**config.mk**
```make
export PLATFORM = sky130hd
export DESIGN_NAME = multiplier_param_v7
export DESIGN_NICKNAME = d
export VERILOG_FILES = /design/src/rtl/multiplier_param_v7_pkg.sv /design/src/rtl/multiplier_param_v7_pp_step.sv /design/src/rtl/multiplier_param_v7.sv
export SDC_FILE = /design/constraint.sdc
export NUM_CORES = 1
export LEC_CHECK = 0
export ABC_AREA = 1
export BUFFER_PORTS_ARGS = -buffer_cell sky130_fd_sc_hd__buf_2
export CAP_MARGIN = 20
export CELL_PAD_IN_SITES_DETAIL_PLACEMENT = 1
export CELL_PAD_IN_SITES_GLOBAL_PLACEMENT = 2
export CORE_MARGIN = 2
export CORE_UTILIZATION = 34
export DETAILED_ROUTE_END_ITERATION = 6
export PLACE_DENSITY_LB_ADDON = 0.2
export REMOVE_ABC_BUFFERS = 1
export SLEW_MARGIN = 5
export SYNTH_ARGS = -nofsm -noshare
export SYNTH_HDL_FRONTEND = slang
export SYNTH_HIERARCHICAL = 1
export SYNTH_SLANG_ARGS = --single-unit
```
**constraint.sdc**
```tcl
create_clock -name clk_i -period 5.4 [get_ports clk_i]
set_input_delay 0.27 -clock clk_i [delete_from_list [all_inputs] [get_ports clk_i]]
set_output_delay 0.27 -clock clk_i [all_outputs]
set_load 0.01 [all_outputs]
```
**src/rtl/multiplier_param_v7_pkg.sv**
```systemverilog
// Shared state type, default sizes and counter-width helper for the iterative multiplier.
package multiplier_pkg_v7;

    typedef enum logic [1:0] {IDLE, CALC, FIX, DONE} state_t;

    localparam int DEF_WIDTH      = 32;
    localparam int DEF_RADIX_BITS = 2;

    // Ceiling log2, for sizing the iteration counter at elaboration time.
    function automatic int clog2(input int value);
        int res;
        res = 0;
        for (int i = 0; i < 31; i++) begin
            if ((1 << i) < value) res = i + 1;
        end
        return res;
    endfunction

endpackage

```
**src/rtl/multiplier_param_v7_pp_step.sv**
```systemverilog
// One radix step: WIDTH x RADIX_BITS partial product added into the upper half, then shift right.
module multiplier_pp_step_v7
    import multiplier_pkg_v7::*;
#(
    parameter int WIDTH      = DEF_WIDTH,
    parameter int RADIX_BITS = DEF_RADIX_BITS
) (
    input  logic [2*WIDTH-RADIX_BITS-1:0] acc_keep,
    input  logic [WIDTH-1:0]              a_mag,
    input  logic [RADIX_BITS-1:0]         b_digit,
    output logic [2*WIDTH-1:0]            acc_next
);

    logic [WIDTH+RADIX_BITS-1:0] pp;
    logic [WIDTH+RADIX_BITS-1:0] sum;

    // acc_keep is the accumulator without the RADIX_BITS that this step shifts out.
    assign pp       = {{RADIX_BITS{1'b0}}, a_mag} * {{WIDTH{1'b0}}, b_digit};
    assign sum      = {{RADIX_BITS{1'b0}}, acc_keep[2*WIDTH-RADIX_BITS-1:WIDTH-RADIX_BITS]} + pp;
    assign acc_next = {sum, acc_keep[WIDTH-RADIX_BITS-1:0]};

endmodule

```
**src/rtl/multiplier_param_v7.sv**
```systemverilog
// Iterative sign-magnitude multiplier (MUL/MULH/MULHSU/MULHU) with valid/ready and flush.
// Define MULT_PRODUCT_REUSE_EN to reuse the last full product for a repeated operand pair.
module multiplier_param_v7
    import multiplier_pkg_v7::*;
#(
    parameter int WIDTH      = DEF_WIDTH,
    parameter int RADIX_BITS = DEF_RADIX_BITS
) (
    input  logic             clk_i,
    input  logic             rst_i,
    input  logic             req_valid_i,
    output logic             req_ready_o,
    input  logic [WIDTH-1:0] op_A_i,
    input  logic [WIDTH-1:0] op_B_i,
    input  logic             signed_A_i,
    input  logic             signed_B_i,
    input  logic             upper_i,
    input  logic             flush_i,
    output logic             resp_valid_o,
    input  logic             resp_ready_i,
    output logic [WIDTH-1:0] result_o
);

    localparam int N     = WIDTH / RADIX_BITS;
    localparam int CNT_W = (N > 1) ? clog2(N) : 1;

    if (WIDTH % RADIX_BITS != 0) begin : g_bad_radix
        $error("multiplier_param_v7: WIDTH must be a multiple of RADIX_BITS");
    end

    state_t             state, state_next;
    logic [WIDTH-1:0]   a_mag, b_mag;
    logic               neg, upper;
    logic [2*WIDTH-1:0] acc, acc_step, product;
    logic [CNT_W-1:0]   cnt;
    logic               accept, hit, a_neg, b_neg;
    logic [WIDTH-1:0]   hit_result;

    assign a_neg        = signed_A_i & op_A_i[WIDTH-1];
    assign b_neg        = signed_B_i & op_B_i[WIDTH-1];
    assign accept       = req_valid_i && (state == IDLE) && !flush_i;
    assign req_ready_o  = (state == IDLE);
    assign resp_valid_o = (state == DONE) && !flush_i;
    assign product      = neg ? -acc : acc;

    multiplier_pp_step_v7 #(
        .WIDTH      (WIDTH),
        .RADIX_BITS (RADIX_BITS)
    ) u_pp_step (
        .acc_keep (acc[2*WIDTH-1:RADIX_BITS]),
        .a_mag    (a_mag),
        .b_digit  (b_mag[RADIX_BITS-1:0]),
        .acc_next (acc_step)
    );

`ifdef MULT_PRODUCT_REUSE_EN
    logic [2*WIDTH-1:0] last_product;
    logic [WIDTH-1:0]   last_a, last_b, req_a, req_b;
    logic               last_sa, last_sb, req_sa, req_sb, hit_valid;

    // upper_i is deliberately excluded: both halves come from the stored full product.
    assign hit = hit_valid && (op_A_i == last_a) && (op_B_i == last_b)
                 && (signed_A_i == last_sa) && (signed_B_i == last_sb);
    assign hit_result = upper_i ? last_product[2*WIDTH-1:WIDTH] : last_product[WIDTH-1:0];

    always_ff @(posedge clk_i or posedge rst_i) begin
        if (rst_i) begin
            last_product <= '0;
            last_a       <= '0;
            last_b       <= '0;
            last_sa      <= 1'b0;
            last_sb      <= 1'b0;
            req_a        <= '0;
            req_b        <= '0;
            req_sa       <= 1'b0;
            req_sb       <= 1'b0;
            hit_valid    <= 1'b0;
        end else if (flush_i) begin
            hit_valid <= 1'b0;
        end else begin
            if (accept) begin
                req_a  <= op_A_i;
                req_b  <= op_B_i;
                req_sa <= signed_A_i;
                req_sb <= signed_B_i;
            end
            if (state == FIX) begin
                hit_valid    <= 1'b1;
                last_product <= product;
                last_a       <= req_a;
                last_b       <= req_b;
                last_sa      <= req_sa;
                last_sb      <= req_sb;
            end
        end
    end
`else
    assign hit        = 1'b0;
    assign hit_result = '0;
`endif

    always_ff @(posedge clk_i or posedge rst_i) begin
        if (rst_i) state <= IDLE;
        else       state <= state_next;
    end

    always_comb begin
        state_next = state;
        unique case (state)
            IDLE:    if (accept) state_next = hit ? DONE : CALC;
            CALC:    if (cnt == '0) state_next = FIX;
            FIX:     state_next = DONE;
            DONE:    if (resp_ready_i) state_next = IDLE;
            default: state_next = IDLE;
        endcase
        if (flush_i) state_next = IDLE;
    end

    always_ff @(posedge clk_i or posedge rst_i) begin
        if (rst_i) begin
            a_mag    <= '0;
            b_mag    <= '0;
            neg      <= 1'b0;
            upper    <= 1'b0;
            acc      <= '0;
            cnt      <= '0;
            result_o <= '0;
        end else if (accept) begin
            a_mag <= a_neg ? -op_A_i : op_A_i;
            b_mag <= b_neg ? -op_B_i : op_B_i;
            neg   <= a_neg ^ b_neg;
            upper <= upper_i;
            acc   <= '0;
            cnt   <= CNT_W'(N - 1);
            if (hit) result_o <= hit_result;
        end else if (state == CALC && !flush_i) begin
            acc   <= acc_step;
            b_mag <= b_mag >> RADIX_BITS;
            cnt   <= cnt - CNT_W'(1);
        end else if (state == FIX && !flush_i) begin
            result_o <= upper ? product[2*WIDTH-1:WIDTH] : product[WIDTH-1:0];
        end
    end

endmodule

```
==> results of run 1 <==
-- layer usage --
| metal | up-vias | global-route usage |
|---|---|---|
| li1 | 7498 | - |
| met1 | 7266 | 0.3199 |
| met2 | 200 | 0.3959 |
| met3 | 63 | 0.02655 |
| met4 | 0 | 0.07669 |
| met5 | - | 0 |
-- critical path, delay by kind of cell, from the launching register on --
| family | cells | cell delay (ns) |
|---|---|---|
| simple gates | 3 | 1.15 |
| fa+ha+maj | 1 | 0.22 |
| compound gates | 2 | 0.41 |
| buf+inv | 4 | 1.03 |
| flops | 1 | 0.42 |
-- cell usage after synthesis (all sizes together) (2+ instances only) --
cell / instances
clkinv: 2
fa: 32
inv: 385
nor3: 16
nand3: 251
or2: 29
xor2: 46
nor4: 2
o31ai: 5
buf: 59
nand4: 12
ha: 42
o21ai: 182
a21boi: 21
o21a: 2
dfrtp: 168
a2bb2oi: 2
nand2: 778
nor2: 231
o211ai: 4
o221ai: 2
a21oi: 61
clkbuf: 45
nand3b: 4
a31oi: 6
xnor2: 2
-- timing repair --
item / CTS / global route
endpoints found under the hold margin: 44 / 0
hold buffers: 2 / 0
resized for setup: 0 / 0
buffers inserted: 0 / 0
-- layout make-up --
type	count	share of cell area
inverter	387	0.08864
clock inverter	14	0.009891
antenna	2	0.0003043
sequential	168	0.2557
clock buffer	18	0.02671
timing repair buffer	118	0.04139
tap	585	0.04451
multi-input combinational	1738	0.5328
-- cells in the final DEF (no fill, tap or decap), types with 17 or more instances in the layout --
master	n
nand3_1	243
ha_1	42
nand2_1	759
o21ai_0	155
fa_1	32
nor2_1	220
buf_2	105
dfrtp_1	167
a21boi_1	21
o21ai_1	24
clkbuf_16	17
nand2_2	18
inv_1	376
xor2_1	46
a21oi_1	61
-- logic make-up after synthesis --
logic type,count (synthesis),share of synthesized area
and+or+nand+nor,1325,0.3729
buffers and inverters,491,0.1346
AOI/OAI and AO/OA,291,0.1061
DFF,168,0.2806
adders and majority gates,74,0.07783
xor gates and xnor gates,48,0.02806
-- final timing paths --
kind | to | slack, ns | depth (start not counted)
setup / recovery | result_o[13] | 2.00 | 10
hold / removal | b_mag[30] | 0.07 | 3
setup reg to reg | result_o[13] | 2.00 | 10
hold reg to reg | result_o[10] | 0.48 | 2
max in group asynchronous | neg | 3.84 | 4
min in group asynchronous | a_mag[4] | 0.36 | 3
-- sequential cells by signal (all words and copies together), names as in the netlist --
| register | cells |
|---|---|
| neg | 1 |
| upper | 1 |
| acc | 64 |
| b_mag | 32 |
| cnt | 4 |
| state | 2 |
| a_mag | 32 |
| result_o | 32 |
-- power by group --
part / switching (W) / leakage, nW / total [W] / internal [W]
Clock: 0.000588 / 0.289 / 0.00129 / 0.000704
Combinational: 0.00337 / 6.79 / 0.00499 / 0.00162
Sequential: 0.000393 / 2.13 / 0.00211 / 0.00171
-- through the flow --
step	instances	utilization	instance area (µm²)	total power (W)	hold slack, ns
3_5_place_dp	2992	0.3643	15760	0.007096	0.3296
2_1_floorplan	2293	-	14420	0.005374	0.3910
6_report	3030	0.3801	16440	0.008383	0.07050
3_3_place_gp	2992	0.3643	15760	0.006972	0.3256
5_1_grt	3028	0.3800	16440	0.009247	0.09499
4_1_cts	3026	0.3787	16380	0.008447	0.05200
==> results.sh, run 1 <==
export IMPL_synth_edf_count=0
export IMPL_maxSlewViolCount=0
export IMPL_regArea_um2=4205
export IMPL_yosysSeqAreaShare=0.2806
export IMPL_antenna_left=0
export IMPL_cts_htree_levels=4
export IMPL_setup_tns_final_ns=0
export IMPL_crit_start="state[1]"
export IMPL_dp_hpwl_mm=41.51
export IMPL_post_place_ws_ns=1.753
export IMPL_p_leak_nw=9.205
export IMPL_slowest_stage="inv_2"
export IMPL_nFillCells=5757
export IMPL_grt_pass1_wl_mm=86.60
export IMPL_crit_path_cell_trace="inv_1 > ha_1 > nand2_4 > inv_2 > nor2_4 > nand3_4 > inv_2 > o21ai_0 > inv_1 > a21boi_1"
export IMPL_first_pass_iters=5
export IMPL_synth_flop_cell="dfrtp_1"
export IMPL_postSynthCellCount=2397
export IMPL_rows=76
export IMPL_slew_headroom=0.3129
export IMPL_ctsLongestPathBuffers=2
export IMPL_antenna_found_initial=0
export IMPL_initial_core_util=0.3463
export IMPL_grt_pass1_vias=15966
export IMPL_cap_violations=0
export IMPL_cts_tree="built"
export IMPL_rr_startpoint="state[1]"
export IMPL_core_um2=43270
export IMPL_fin_nets=2576
export IMPL_wl_met1_mm=25.37
export IMPL_finalSetupViolCount=0
export IMPL_crit_type="reg2reg"
export IMPL_cts_clk_slew_worst_paths_ns=0.07
export IMPL_grt_max_degree=126
export IMPL_min_delay_start="op_B_i[30]"
export IMPL_skew_ns=0.008144
export IMPL_hold_class="in2reg"
export IMPL_cts_buffers=17
export IMPL_startpoint_type="register"
export IMPL_clkLatencyLatePin_ns=0.47
export IMPL_yosysTopAreaCellShare=0.2806
export IMPL_area_growth_pct=9.754
export IMPL_max_slew_worst_pin_slew_ns=1.024
export IMPL_synthesis_area_um2=14980
export IMPL_synth_area_per_cell_um2=6.251
export IMPL_worstPathRequired_ns=5.75
export IMPL_clock_sinks=168
export IMPL_status="completed"
export IMPL_finalCriticalPeriod_ns=3.405
export IMPL_cp_end_kind="register"
export IMPL_cts_root_buf="clkbuf_16"
export IMPL_wl_per_cell_um=17.43
export IMPL_drc=0
export IMPL_hold_viol=0
export IMPL_ys_warn_count=6
export IMPL_viasPerCell=4.959
export IMPL_async_reset_ff_frac=1.000
export IMPL_ios=106
export IMPL_drive_gt1_frac=0.08760
export IMPL_path_max_fanout=49
export IMPL_synthTopCellsByArea="dfrtp_1 28%, nand2_1 19%, inv_1 9.4%"
export IMPL_wl_mm=52.80
export IMPL_min_period_over_period=0.6305
export IMPL_die_h_um=213.9
export IMPL_multi_input_area_um2=8762
export IMPL_maxUsedRoutingLayer="met4"
export IMPL_synth_top_area_cell="dfrtp_1"
export IMPL_num_vias=15027
export IMPL_fmax_mhz=293.7
export IMPL_grt_use_total=0.2371
export IMPL_place_congestion=0.9118
export IMPL_vdd_drop_max_uv=229.7
export IMPL_ys_ff_latch=168
export IMPL_cp_slowest_stage_delay_ns=0.70
export IMPL_ys_types=49
export IMPL_drtIter0Drc=881
export IMPL_wl_met3_mm=1.475
export IMPL_overflow=0
export IMPL_setup_ws_ns=1.995
export IMPL_rsz0062_at_grt="false"
export IMPL_die_area_um2=45760
export IMPL_wl_met2_mm=24.59
export IMPL_powerDensity_nw_per_um2=509.8
export IMPL_die_width_um=213.9
export IMPL_worst_endpoint_arrival_ns=3.75
export IMPL_io_buffer_count=105
Power figures use the tool's default switching activity.
==> inputs of run 2 (changes only) <==
--- a/config.mk
+++ b/config.mk
@@ -5,13 +5,13 @@
 export SDC_FILE = /design/constraint.sdc
 export NUM_CORES = 1
 export LEC_CHECK = 0
-export ABC_AREA = 1
+export ABC_AREA = 0
 export BUFFER_PORTS_ARGS = -buffer_cell sky130_fd_sc_hd__buf_2
 export CAP_MARGIN = 20
 export CELL_PAD_IN_SITES_DETAIL_PLACEMENT = 1
 export CELL_PAD_IN_SITES_GLOBAL_PLACEMENT = 2
 export CORE_MARGIN = 2
-export CORE_UTILIZATION = 34
+export CORE_UTILIZATION = 33
 export DETAILED_ROUTE_END_ITERATION = 6
 export PLACE_DENSITY_LB_ADDON = 0.2
 export REMOVE_ABC_BUFFERS = 1
==> constraint.sdc (replaced) <==
create_clock -name clk_i -period 3.1 [get_ports clk_i]
set_input_delay 0.155 -clock clk_i [delete_from_list [all_inputs] [get_ports clk_i]]
set_output_delay 0.155 -clock clk_i [all_outputs]
set_load 0.01 [all_outputs]
==> results.sh, run 2 <==
export IMPL_status="finished, violations left"
export IMPL_violations="negative setup slack"
export IMPL_p_leak_nw=8.046
export IMPL_place_area_um2=15720
export IMPL_regMostFlops="acc"
export IMPL_area_growth_pct=28.89
export IMPL_synthTopCellsByArea="dfrtp_1 31%, nand2_1 9.7%, a21oi_1 5.5%"
export IMPL_die_area_um2=42110
export IMPL_path_common_cell="a221oi_2"
export IMPL_postSynthCellCount=1696
export IMPL_grt_pass1_vias=13660
export IMPL_ys_warn_count=6
export IMPL_reg2reg_slack_ns=-0.30
export IMPL_core_um2=39820
export IMPL_finish_utilization=0.4324
export IMPL_rsz0062_at_grt="true"
export IMPL_grt_pass1_wl_mm=76.00
export IMPL_hold_class="in2reg"
export IMPL_clock_sinks=168
export IMPL_initial_core_util=0.3355
export IMPL_drc=0
export IMPL_final_cell_mix="337 x nand2_1, 216 x buf_4, 168 x dfrtp_1"
export IMPL_worstPathRequired_ns=3.48
export IMPL_slowest_stage="fa_1"
export IMPL_drive_gt1_frac=0.2564
export IMPL_wl_per_cell_um=19.19
export IMPL_cts_htree_levels=4
export IMPL_largest_reg_flops=64
export IMPL_fmax_mhz=294.3
export IMPL_overflow=0
export IMPL_antenna_cells=0
export IMPL_first_pass_iters=5
export IMPL_hold_viol=0
export IMPL_synthesis_area_um2=13360
export IMPL_ctsLongestPathBuffers=2
export IMPL_ios=106
export IMPL_skew_ns=0.01119
export IMPL_cts_tree="built"
export IMPL_grt_max_degree=83
export IMPL_synth_flop_cell="dfrtp_1"
export IMPL_slew_headroom=0.4263
export IMPL_min_period_over_period=1.096
export IMPL_powerDensity_nw_per_um2=1167
export IMPL_die_h_um=205.2
export IMPL_cts_clk_slew_worst_paths_ns=0.06
export IMPL_regArea_um2=4204
export IMPL_place_congestion=0.8717
export IMPL_grt_busiest_layer="met2"
export IMPL_fin_area_um2=17220
export IMPL_ys_ff_latch=168
export IMPL_startpoint_type="register"
export IMPL_worst_endpoint_arrival_ns=3.78
export IMPL_dp_hpwl_mm=34.93
export IMPL_io_buffer_count=105
export IMPL_num_vias=12993
export IMPL_clkLatencyLatePin_ns=0.45
export IMPL_cts_buffers=17
export IMPL_antenna_found_initial=0
export IMPL_cp_end_kind="register"
export IMPL_yosysMostFrequentCell="nand2_1"
export IMPL_ys_top_cells_by_count="344 x nand2_1, 168 x dfrtp_1, 147 x a21oi_1"
export IMPL_crit_path_cell_trace="buf_6 > buf_4 > and2_4 > fa_1 > ha_4 > a21o_1 > a221oi_4 > a221oi_2 > nor3_2 > o21bai_2 > a221oi_2 > xnor2_1 > nand2_1 > a21oi_2"
export IMPL_cap_violations=0
export IMPL_finalSetupViolCount=20
export IMPL_fin_nets=2083
export IMPL_nFillCells=4807
export IMPL_async_reset_ff_frac=1.000
export IMPL_viasPerCell=5.258
export IMPL_synth_edf_count=0
export IMPL_met1_usage=0.3147
export IMPL_vdd_drop_max_uv=485.4
export IMPL_finalCriticalPeriod_ns=3.398
export IMPL_yosysSeqAreaShare=0.3147
export IMPL_path_max_fanout=4
export IMPL_use_met3=0.03104
export IMPL_crit_type="reg2reg"
export IMPL_multi_input_area_um2=8842
export IMPL_max_slew_worst_pin_slew_ns=0.8605
export IMPL_setup_ws_ns=-0.2981
export IMPL_synth_top_area_cell="dfrtp_1"
export IMPL_yosysTopAreaCellShare=0.3147
export IMPL_cp_slowest_stage_delay_ns=0.59
export IMPL_synth_area_per_cell_um2=7.878
export IMPL_drtIter0Drc=584
export IMPL_cts_root_buf="clkbuf_16"
export IMPL_grt_use_total=0.2298
export IMPL_use_met2=0.3790
export IMPL_maxSlewViolCount=0
export IMPL_wl_mm=47.41
export IMPL_rows=73
export IMPL_die_width_um=205.2
export IMPL_antenna_left=0
export IMPL_layout_commonest_cell="nand2_1"
export IMPL_ys_types=77
## run 2: path summary, 6_finish.rpt
kind,start,end,cells after the start
min in group asynchronous,rst_i,cnt[3],3
min reg2reg,result_o[0],result_o[0],1
max in group asynchronous,rst_i,acc[5],4
max reg2reg,b_mag[0],acc[51],14
min,op_A_i[11],a_mag[11],3
max,b_mag[0],acc[51],14
## run 2: final cells by class
cell class	count	share of cell area
multi-input combinational	1294	0.5135
sequential	168	0.2441
timing repair buffer	352	0.1501
tap	525	0.03815
clock buffer	24	0.02855
inverter	104	0.02296
clock inverter	4	0.002616
## run 2: worst max-delay path: cells and delay by family, from the launching register on
family	cells	cell delay (ns)
AOI/OAI and AO/OA	6	1.17
DFF	1	0.41
adders and majority gates	2	0.83
and+or+nand+nor	3	0.46
xor gates and xnor gates	1	0.18
buffers and inverters	2	0.27
## run 2: cell families (layout without fill, tap and decap cells)
| logic type | Yosys count | count (layout) | share of synthesized area |
|---|---|---|---|
| AND/OR/NAND/NOR | 671 | 671 | 0.2358 |
| XOR/XNOR | 125 | 125 | 0.08194 |
| buffers and inverters | 234 | 484 | 0.07558 |
| flip-flops | 168 | 168 | 0.3147 |
| adder cells (fa/ha/maj) | 74 | 74 | 0.08728 |
| AO/OA/AOI/OAI | 404 | 404 | 0.1894 |
| multiplexers | 20 | 20 | 0.01536 |
## run 2: through the flow
stage | std cells | setup slack (ns) | power [W] | TNS (ns) | hold WS (ns)
final | 2471 | -0.2981 | 0.02009 | -3.481 | 0.01976
after CTS | 2466 | -0.1994 | 0.01915 | -2.139 | 0.001781
after floorplan | 1566 | -1.602 | 0.01035 | -386.45 | 0.2214
after detailed placement | 2420 | -0.3648 | 0.01580 | -4.629 | 0.3762
after global routing | 2471 | -0.4326 | 0.02170 | -6.545 | 0.01786
after global placement | 2420 | -0.2848 | 0.01556 | -3.496 | 0.3613
## run 2: metal layers
layer | vias up | wire length, µm
li1 | 6325 | -
met1 | 6429 | 22800
met2 | 187 | 22420
met3 | 52 | 1240
met4 | 0 | 951
met5 | - | 0
## run 2: repair_timing
item                       CTS  global route
pin swaps                   50            34
hold buffers                 8             0
cloned                       2             0
resized for setup           88            49
hold endpoints to repair    86             0
setup endpoints to repair   22            25
buffers inserted             9             6
## run 2: report_power, final
group          switching (W)  internal (W)  total [W]  leakage [nW]
sequential          0.000585       0.00300    0.00358          2.16
combinational        0.00788       0.00656     0.0144          5.62
clock               0.000905       0.00117    0.00207         0.268
